$ cat src/rtl/fft_sched.sv
// fft_sched: in-place radix-2 FFT pass scheduler. Issues butterfly reads stage by stage
// and retires the matching writebacks in issue order through a small address FIFO.
module fft_sched #(
    parameter int N          = 256,
    parameter int LOGN       = 8,
    parameter int FIFO_DEPTH = 8
) (
    input  logic                  clk,
    input  logic                  rst,
    input  logic                  start,
    output logic                  busy,
    output logic                  done,
    output logic                  err,
    output logic [$clog2(LOGN):0] stage,
    output logic                  rd_en,
    output logic [LOGN-1:0]       rd_addr_a,
    output logic [LOGN-1:0]       rd_addr_b,
    output logic [LOGN-2:0]       tw_addr,
    output logic                  bf_valid,
    input  logic                  bf_valid_out,
    output logic                  wr_en,
    output logic [LOGN-1:0]       wr_addr_a,
    output logic [LOGN-1:0]       wr_addr_b
);
    localparam int SW    = $clog2(LOGN) + 1;
    localparam int PTR_W = $clog2(FIFO_DEPTH);
    localparam int CNT_W = PTR_W + 1;

    localparam logic [1:0] S_IDLE  = 2'd0;
    localparam logic [1:0] S_RUN   = 2'd1;
    localparam logic [1:0] S_DRAIN = 2'd2;
    localparam logic [1:0] S_DONE  = 2'd3;

    localparam logic [SW-1:0]    LAST_STAGE = SW'(LOGN - 1);
    localparam logic [LOGN-2:0]  J_LAST     = (LOGN-1)'(N / 2 - 1);
    localparam logic [CNT_W-1:0] FULL       = CNT_W'(FIFO_DEPTH);

    logic [1:0]       state;
    logic [LOGN-2:0]  j;
    logic [PTR_W-1:0] wr_ptr;
    logic [PTR_W-1:0] rd_ptr;
    logic [CNT_W-1:0] outstanding;
    logic [LOGN-1:0]  fifo_a [FIFO_DEPTH];
    logic [LOGN-1:0]  fifo_b [FIFO_DEPTH];
    logic [LOGN-1:0]  half;
    logic [LOGN-1:0]  pos;
    logic [LOGN-1:0]  grp;

    // Butterfly (stage, j) touches the pair half apart inside group j>>stage.
    always_comb begin
        half      = LOGN'(1) << stage;
        pos       = {1'b0, j} & (half - LOGN'(1));
        grp       = {1'b0, j} >> stage;
        rd_addr_a = (grp << (stage + 1'b1)) | pos;
        rd_addr_b = rd_addr_a + half;
        tw_addr   = (LOGN-1)'(pos << (LOGN - 1 - int'(stage)));
    end

    assign busy      = (state != S_IDLE);
    assign done      = (state == S_DONE);
    assign rd_en     = (state == S_RUN) && (outstanding < FULL);
    assign wr_en     = bf_valid_out && (outstanding != '0);
    assign wr_addr_a = fifo_a[rd_ptr];
    assign wr_addr_b = fifo_b[rd_ptr];

    // NOTE: the address storage has no reset; pointers and count are reset, so stale entries are never read.
    always_ff @(posedge clk) begin
        if (rd_en) begin
            fifo_a[wr_ptr] <= rd_addr_a;
            fifo_b[wr_ptr] <= rd_addr_b;
        end
    end

    always_ff @(posedge clk) begin
        // NOTE: state uses <= so every update in this block sees the same pre-edge values.
        if (rst) begin
            state       <= S_IDLE;
            stage       <= '0;
            j           <= '0;
            wr_ptr      <= '0;
            rd_ptr      <= '0;
            outstanding <= '0;
            err         <= 1'b0;
            bf_valid    <= 1'b0;
        end else begin
            bf_valid <= rd_en;

            case (state)
                S_IDLE: begin
                    if (start) begin
                        state <= S_RUN;
                        stage <= '0;
                        j     <= '0;
                    end
                end
                S_RUN: begin
                    if (rd_en) begin
                        j <= j + 1'b1;
                        if (j == J_LAST) state <= S_DRAIN;
                    end
                end
                S_DRAIN: begin
                    // Next stage reads only after every write of this stage has retired.
                    if (outstanding == '0) begin
                        if (stage == LAST_STAGE) begin
                            state <= S_DONE;
                        end else begin
                            stage <= stage + 1'b1;
                            j     <= '0;
                            state <= S_RUN;
                        end
                    end
                end
                S_DONE:  state <= S_IDLE;
                default: state <= S_IDLE;
            endcase

            if (rd_en) wr_ptr <= wr_ptr + 1'b1;
            if (wr_en) rd_ptr <= rd_ptr + 1'b1;

            case ({rd_en, wr_en})
                2'b10:   outstanding <= outstanding + 1'b1;
                2'b01:   outstanding <= outstanding - 1'b1;
                default: ;
            endcase

            if ((state == S_IDLE) && start) err <= 1'b0;
            if (bf_valid_out && (outstanding == '0)) err <= 1'b1;
        end
    end
endmodule

$ cat config.mk
export PLATFORM = sky130hd
export DESIGN_NAME = fft_sched
export DESIGN_NICKNAME = d
export VERILOG_FILES = /design/src/rtl/fft_sched.sv
export SDC_FILE = /design/constraint.sdc
export NUM_CORES = 1
export LEC_CHECK = 0
export ABC_AREA = 1
export BUFFER_PORTS_ARGS = -buffer_cell sky130_fd_sc_hd__buf_2
export CAP_MARGIN = 20
export CORE_MARGIN = 2
export CORE_UTILIZATION = 25
export CTS_CLUSTER_SIZE = 10
export DETAILED_ROUTE_END_ITERATION = 8
export PLACE_DENSITY = 0.42
export SYNTH_ARGS = -nofsm -noshare
export SYNTH_HDL_FRONTEND = slang
export SYNTH_SLANG_ARGS = --single-unit
$ cat constraint.sdc
create_clock -name clk -period 4.6 [get_ports clk]
set_clock_uncertainty 0.05 [all_clocks]
set_input_delay 0.46 -clock clk [delete_from_list [all_inputs] [get_ports clk]]
set_output_delay 0.46 -clock clk [all_outputs]
set_load 0.01 [all_outputs]
======== After elaboration in Yosys (flattened, before gate mapping) ========
Memories as Yosys holds them, arrays and structs flattened. A register that Yosys moved wholly into a read port is not among the register bits.
Index checks and enable logic that the tools add are counted.
storage, ports and cells
  register bits after elaboration ......... 25
  memory bits (writable) .................. 128
  output and inout bits ................... 49
  memories ................................ 2
  bits of input ports ..................... 4
memory list
  name    depth  width  rd ports  clocked after Yosys merged registers in  write ports  RTL line  source
  fifo_a  8      8      1         1                                        1            43        logic [LOGN-1:0] fifo_a [FIFO_DEPTH];
  fifo_b  8      8      1         1                                        1            44        logic [LOGN-1:0] fifo_b [FIFO_DEPTH];
cells by class
  mux-type cells .......................... 24
  equality and inequality tests ........... 12
  reductions and logical operators ........ 15
  bitwise operators ....................... 2
  magnitude comparators ................... 1
  shift-type cells ........................ 4
  add/subtract/negate cells ............... 9
operators with widths
  kind                                                                count
  8-bit by 32-bit left shift with 7-bit output                        1
  7-bit two-way mux                                                   4
  7-bit case mux with 3 select lines                                  1
  4-bit case mux with 2 select lines                                  2
  3-bit two-way mux                                                   4
  4-bit two-way mux                                                   3
  2-bit two-way mux                                                   5
  4-bit by 1-bit adder with 4-bit output, second input constant       2
  8-bit adder                                                         1
  7-bit by 8-bit AND with 8-bit output                                1
  2-bit inequality test, second input constant                        4
  8-bit OR                                                            1
  2-bit case mux with 4 select lines                                  1
  4-bit AND reduction                                                 2
  2-bit nonzero test                                                  4
  1-bit by 4-bit left shift with 8-bit output, first input constant   1
  8-bit by 4-bit left shift with 8-bit output                         1
  7-bit by 4-bit >> shifter with 8-bit output                         1
  8-bit by 1-bit subtractor with 8-bit output, second input constant  1
  7-bit by 1-bit adder with 7-bit output, second input constant       1
  7-bit equality test, second input constant                          1
  3-bit by 1-bit adder with 3-bit output, second input constant       2
  2-bit equality test, second input constant                          3
  5-bit AND reduction                                                 1
  12 further kinds                                                    19

======== Longest topological paths before layout ========
Gate-level depths: netlist (run 1).
  depth after elaboration ................. 5
  depth in mapped cells ................... 23
  depth with buffers taken out ............ 22

======== Worst setup path before layout (run 1) ========
No wires, ideal clock.
  path kind ............................... register to output
  start ................................... reg stage[0]
  end ..................................... out rd_addr_b[5]
  arrival time ............................ 3.510 ns
  path slack .............................. 0.580 ns
  data required time ...................... 4.090 ns
  stages on the path, launching flop included .. 15
  path through ............................ dfxtp_1 -> inv_2 -> buf_6 -> buf_2 -> ha_1 -> clkinv_1 -> nand2_1 -> o21ai_1 -> o21ai_0 -> ha_1 -> a21oi_1 -> nand2_1 -> a21oi_1 -> o21ai_0 -> xor2_1
on the way
  word-level cells in the longest chain between the ends .. 5
ends and longest elaborated chain
  what                                         RTL line  source
  start, declared                              14        output logic [$clog2(LOGN):0] stage,
  start signal, assigned                       108       stage <= stage + 1'b1;
  1-bit by 4-bit left shift with 8-bit output  51        half = LOGN'(1) << stage;
  8-bit by 1-bit subtractor with 8-bit output  52        pos = {1'b0, j} & (half - LOGN'(1));
  7-bit by 8-bit AND with 8-bit output         52
  8-bit OR *                                   54        rd_addr_a = (grp << (stage + 1'b1)) | pos;
  named net rd_addr_a[2]                       16        output logic [LOGN-1:0] rd_addr_a,
  8-bit adder *                                55        rd_addr_b = rd_addr_a + half;
  end, declared                                17        output logic [LOGN-1:0] rd_addr_b,
Mark *: on every way through the listed nets, which the timed path passes. The rest lies on a longest branch.

======== Worst setup path in the final report (run 1) ========
  start ................................... reg stage[3]
  end ..................................... out rd_addr_b[7]
on the way
  word-level cells in the longest chain between the ends .. 5
ends and longest elaborated chain
  what                                         RTL line
  1-bit by 4-bit left shift with 8-bit output  51
  8-bit by 1-bit subtractor with 8-bit output  52
  7-bit by 8-bit AND with 8-bit output         52
  8-bit OR                                     54
  8-bit adder *                                55
Mark *: on every way between the ends. The rest lies on a longest branch, timed or not.

==> flow_metrics.env, run 1 <==
export IMPL_antenna_found_initial=0
export IMPL_crit_fanout=12
export IMPL_cts_sinks=156
export IMPL_swShare=0.353
export IMPL_worstMarginPinSlew_ns=1.01
export IMPL_cts_inserted_buffers=17
export IMPL_rows=63
export IMPL_startpoint="stage[3]$_SDFFE_PP0P_"
export IMPL_r2r_start="stage[3]$_SDFFE_PP0P_"
export IMPL_clock_tree_buffer_depth=2
export IMPL_cp_start_kind="flip-flop"
export IMPL_path_clk_slew_ns=0.08
export IMPL_routed_wl_mm=19.7
export IMPL_pwr_share_clk=0.315
export IMPL_grt_max_degree=65
export IMPL_min_from="bf_valid_out"
export IMPL_worstPathRequired_ns=4.09
export IMPL_power_frac_seq=0.396
export IMPL_outcome="finished clean"
export IMPL_nNetsFinal=871
export IMPL_ys_ff_latch=156
export IMPL_comb_power_share=0.289
export IMPL_period_share=0.911
export IMPL_min_period_ns=4.19
export IMPL_rsz0062_at_grt="no"
export IMPL_mostFrequentLayoutCells="nor2_1 (153), edfxtp_1 (128), nand2_1 (94)"
export IMPL_mostFrequentLayoutCell="nor2_1"
export IMPL_syn_area_um2=7480
export IMPL_viasPerCell=4.48
export IMPL_drc_errors=0
export IMPL_htree_levels=4
export IMPL_stdcell_area_um2=8910
export IMPL_fmax_ghz=0.239
export IMPL_routed_via_count=5592
export IMPL_diodes=0
export IMPL_synthesis_nets=804
export IMPL_hold_path_class="input port to flip-flop"
export IMPL_slew_violations=0
export IMPL_cap_violations=0
export IMPL_cts_tree="yes"
export IMPL_finalSetupViolCount=0
export IMPL_first_global_vias=5464
export IMPL_io_buffers=52
export IMPL_ir_drop_v=0.000223
export IMPL_wl_per_cell_um=15.8
export IMPL_yosys_cell_types_count=38
export IMPL_dieWidth_um=177
export IMPL_worstSetupEndpointType="output pin"
export IMPL_start_util=0.253
export IMPL_initialDrtViolationCount=372
export IMPL_hpwl_mm=12.6
export IMPL_clockRootBuffer="clkbuf_16"
export IMPL_post_cts_setup_buffer_count=0
export IMPL_hold_slack_ns=0.248
export IMPL_dpl_cell_area_um2=8290
export IMPL_ys_warnings_count=0
export IMPL_dr_pass1_iters=5
export IMPL_setup_tns_ns=0
export IMPL_relSlewSlack=0.327
export IMPL_crit_type="flip-flop to output pin"
export IMPL_core_um2=29600
export IMPL_grt_pass1_wl_mm=31.3
export IMPL_ios=53
export IMPL_switchingPower_mw=1.55
export IMPL_synth_cells=778
export IMPL_place_congestion=0.829
export IMPL_drtAntennaViolNets=0
export IMPL_yosysSeqAreaShare=0.589
export IMPL_p_leak_nw=3.44
export IMPL_avgSynthCellArea_um2=9.61
export IMPL_cp_arrival_ns=3.68
export IMPL_gr_total_overflow=0
export IMPL_power_density_nw_per_um2=493
export IMPL_grt_use_total=0.131
export IMPL_clk_latency_ns=0.43
export IMPL_dieArea_um2=31300
export IMPL_hold_violations=0
export IMPL_drive_gt1_frac=0.174
export IMPL_die_h_um=177
export IMPL_p_int_mw=2.84
export IMPL_syn_to_final_growth_pct=19.1
export IMPL_final_util=0.301
export IMPL_power_mw=4.39
-- sequential cells by signal (all words and copies together) (netlist names), named ones only --
signal / cells
stage: 4
fifo_a: 64
rd_ptr: 3
bf_valid: 1
wr_ptr: 3
outstanding: 4
err: 1
fifo_b: 64
state: 2
j: 7
-- path summary, 6_finish.rpt --
check,endpoint,cells after the start,slack [ns]
worst max-delay path,rd_addr_b[7],21,0.41
worst min-delay path,err$_SDFFE_PP0P_,3,0.25
worst max register to register,fifo_b[7][7]$_DFFE_PP_,20,1.21
worst min register to register,rd_ptr[2]$_SDFFE_PP0P_,2,0.42
-- what timing repair did --
action | in CTS | in global routing
hold buffers | 0 | 0
setup endpoints to repair | 0 | 1
resized for setup | 0 | 1
-- synth_stat cells, drive strengths merged --
library cell  count  share of area
nor2            162          0.085
edfxtp          128           0.51
nand2           101          0.056
o21ai            94          0.063
inv              57          0.029
nand3            57          0.038
a21oi            29          0.019
dfxtp            28          0.075
clkbuf           20          0.010
ha               20          0.033
o22ai            18          0.015
a31oi            17          0.014
buf              13          0.011
nor3              8         0.0067
nand4             6         0.0050
xor2              6         0.0070
fa                2         0.0054
nor3b             2         0.0033
xnor2             2         0.0023
a211oi            1         0.0010
clkinv            1        0.00050
nand2b            1        0.00084
o211a             1         0.0013
o211ai            1         0.0010
o21a              1         0.0010
o21bai            1         0.0010
or2               1        0.00084
-- worst max-delay path: stages, from the launching register on --
cell and delay (ns):
dfxtp_1 0.43, inv_2 0.25, nand2_2 0.11, nor2_1 0.30, inv_1 0.08, ha_1 0.22, inv_1 0.07, nor2_1 0.05
nand2_1 0.07, o21ai_1 0.08, nand3_1 0.09, nand2_1 0.08, ha_1 0.34, a21oi_1 0.16, o21a_1 0.16, nand2_1 0.06
nand3_1 0.06, nand2_1 0.07, inv_1 0.05, nand2_1 0.04, nand2_1 0.29, buf_2 0.21
-- power by group through the flow --
stage	Combinational [mW]	Clock [mW]	Sequential [mW]
5_1_grt	1.46	1.47	1.75
2_1_floorplan	0.827	0	1.76
3_5_place_dp	1.29	0	1.77
4_1_cts	1.30	1.42	1.74
3_3_place_gp	1.30	0	1.77
6_report	1.27	1.39	1.74
-- through the flow --
stage	cells	setup slack, ns
final	1248	0.410
after global placement	1215	0.753
after global routing	1248	0.00110
after detailed placement	1215	0.714
after CTS	1247	0.235
after floorplan	778	0.580
-- cells by family after synthesis --
group,count (synthesis),share of synthesized area
AND/OR/NAND/NOR,338,0.195
AO/OA/AOI/OAI,163,0.117
flip-flops,156,0.589
buffers and inverters,91,0.0509
adder cells (fa/ha/maj),22,0.0388
XOR/XNOR,8,0.00937
-- final cells by class --
type / count / area, µm²
clock buffer: 17 / 425
clock inverter: 15 / 168
fill: 3128 / 20700
inverter: 58 / 220
multi-input combinational: 531 / 2710
sequential: 156 / 4410
tap: 390 / 488
timing repair buffer: 81 / 490
-- layer usage --
metal / vias to the layer above / track usage / part of all wire
met1: 2652 / 0.173 / 0.48
li1: 2842 / - / -
met5: - / 0 / 0
met3: 10 / 0.0288 / 0.040
met4: 0 / 0.0282 / 0.0072
met2: 88 / 0.218 / 0.48
Note: power is estimated with default switching activity, not from simulation.
==> inputs of run 2 (changes only) <==
Settings changed: CORE_MARGIN 2 to default, RECOVER_POWER from default to 25.
==> run 2 against run 1 <==
Net effect: via count rose by 0.21%; flip-flop and latch count did not move; design area fell by 0.49%; first-iteration DRC count rose by 7.8%; global-route usage rose by 0.28 points; final cell count fell by 0.56%; core utilization rose by 0.34 points; sequential share of layout area rose by 0.26 points; maximum frequency fell by 0.21%; non-clock buffer count fell by 1; die area fell by 2.2%; largest power group unchanged.
==> flow_metrics.env, run 2 (synthesis results as in run 1) <==
export IMPL_power_density_nw_per_um2=502
export IMPL_setup_tns_ns=0
export IMPL_stdcell_area_um2=8860
export IMPL_start_util=0.257
export IMPL_wl_per_cell_um=15.7
export IMPL_post_cts_setup_buffer_count=0
export IMPL_dpl_cell_area_um2=8270
export IMPL_diodes=0
export IMPL_ir_drop_v=0.000207
export IMPL_cts_inserted_buffers=17
export IMPL_hold_path_class="input port to flip-flop"
export IMPL_drive_gt1_frac=0.151
export IMPL_regArea_um2=4410
export IMPL_multiInputGateArea_um2=2670
export IMPL_first_global_vias=5561
export IMPL_min_period_ns=4.20
export IMPL_place_ws_ns=0.693
export IMPL_worstMarginPinSlew_ns=1.28
export IMPL_grt_use_total=0.134
export IMPL_period_share=0.913
export IMPL_cap_violations=0
export IMPL_dp_cells=1208
export IMPL_grt_pass1_wl_mm=31.1
export IMPL_cp_start_kind="flip-flop"
export IMPL_gr_total_overflow=0
export IMPL_die_h_um=175
export IMPL_outcome="finished clean"
export IMPL_p_leak_nw=3.40
export IMPL_crit_type="flip-flop to output pin"
export IMPL_mostFrequentLayoutCell="nor2_1"
export IMPL_crit_slowest_cell="dfxtp_1"
export IMPL_hold_slack_ns=0.242
export IMPL_hpwl_mm=12.6
export IMPL_clock_tree_buffer_depth=2
export IMPL_setup_ws_ns=0.401
export IMPL_routed_wl_mm=19.5
export IMPL_dr_pass1_iters=4
export IMPL_ctsResizeCount=0
export IMPL_fillers=3078
export IMPL_drtAntennaViolNets=0
export IMPL_mostFrequentLayoutCells="nor2_1 (159), edfxtp_1 (128), nand2_1 (96)"
export IMPL_io_buffers=52
export IMPL_antenna_found_initial=0
export IMPL_fmax_ghz=0.238
export IMPL_nNetsFinal=870
export IMPL_cts_hold_buf=0
export IMPL_slew_violations=0
export IMPL_crit_fanout=9
export IMPL_dieWidth_um=175
export IMPL_hold_violations=0
export IMPL_layout_cells_non_filler=1241
export IMPL_routed_via_count=5604
export IMPL_rows=62
export IMPL_core_um2=29100
export IMPL_crit_chain="inv_2 > ha_1 > inv_1 > o22ai_1 > ha_1 > fa_1 > nand3_1 > nand2_1 > nand2_1 > a21oi_1 > nor2_1 > xnor2_1 > buf_4 > buf_2"
export IMPL_dieArea_um2=30600
export IMPL_path_clk_slew_ns=0.08
export IMPL_cp_arrival_ns=3.69
export IMPL_reg_top3="fifo_a: 64 flops, fifo_b: 64 flops, j: 7 flops"
export IMPL_viasPerCell=4.52
export IMPL_clockRootBuffer="clkbuf_16"
export IMPL_initialDrtViolationCount=401
export IMPL_grt_max_degree=65
export IMPL_finalSetupViolCount=0
export IMPL_worstPathRequired_ns=4.09
export IMPL_htree_levels=4
export IMPL_syn_to_final_growth_pct=18.5
export IMPL_cts_tree="yes"
export IMPL_clk_latency_ns=0.43
export IMPL_cts_sinks=156
export IMPL_place_congestion=0.848
export IMPL_slowest_delay_ns=0.63
export IMPL_worstSetupEndpointType="output pin"
export IMPL_rsz0062_at_grt="no"
export IMPL_ios=53
export IMPL_relSlewSlack=0.148
export IMPL_drc_errors=0
## run 2: cell count changes in the layout (fill, tap and decap cells not counted), moves of 3 or more
cell      previous run  this run
nor2_1             153       159
nor2_2               7         2
inv_2               12         9
buf_4               28        24
buf_2               52        46
inv_6                3         6
clkbuf_1             0         9
inv_1               44        47
## run 2: layer usage
| layer | routed length (µm) | vias to the layer above | global-route usage |
|---|---|---|---|
| met3 | 762 | 12 | 0.0346 |
| met5 | 0 | - | 0 |
| met4 | 197 | 0 | 0.0330 |
| met1 | 9380 | 2676 | 0.175 |
| li1 | - | 2837 | - |
| met2 | 9150 | 79 | 0.219 |
## run 2: final cells by class
type	count	area share
Tap cell	384	0.0542
Clock buffer	17	0.0480
Inverter	58	0.0247
Sequential cell	156	0.497
Timing Repair Buffer	80	0.0524
Clock inverter	15	0.0217
Multi-Input combinational cell	531	0.302
## run 2: worst paths after layout
kind                               start                      to  slack [ns]  depth (start not counted)
setup reg to reg   stage[3]$_SDFFE_PP0P_  fifo_b[5][7]$_DFFE_PP_        1.22                         16
setup / recovery   stage[2]$_SDFFE_PP0P_            rd_addr_b[6]        0.40                         14
hold / removal              bf_valid_out        err$_SDFFE_PP0P_        0.24                          3
hold reg to reg   rd_ptr[2]$_SDFFE_PP0P_               flip-flop        0.41                          2
## run 2: power by group
part / total, mW / switching, mW / internal (mW)
Combinational: 1.24 / 0.835 / 0.405
Sequential: 1.74 / 0.0512 / 1.69
Clock: 1.47 / 0.635 / 0.833
Total: 4.45 / 1.52 / 2.93
## run 2: critical path: cells and delay by family, from the launching register on
| family | cells | cell delay [ns] |
|---|---|---|
| AOI/OAI and AO/OA | 2 | 0.24 |
| xor gates and xnor gates | 1 | 0.16 |
| adders and majority gates | 3 | 1.09 |
| buffers and inverters | 4 | 0.76 |
| DFF | 1 | 0.63 |
| and+or+nand+nor | 4 | 0.37 |
## run 2: per-stage QoR
stage	power, mW	utilization
floorplan	2.59	-
global placement	3.05	0.284
detailed placement	3.05	0.284
CTS	4.52	0.306
global route	4.73	0.305
finish	4.45	0.305
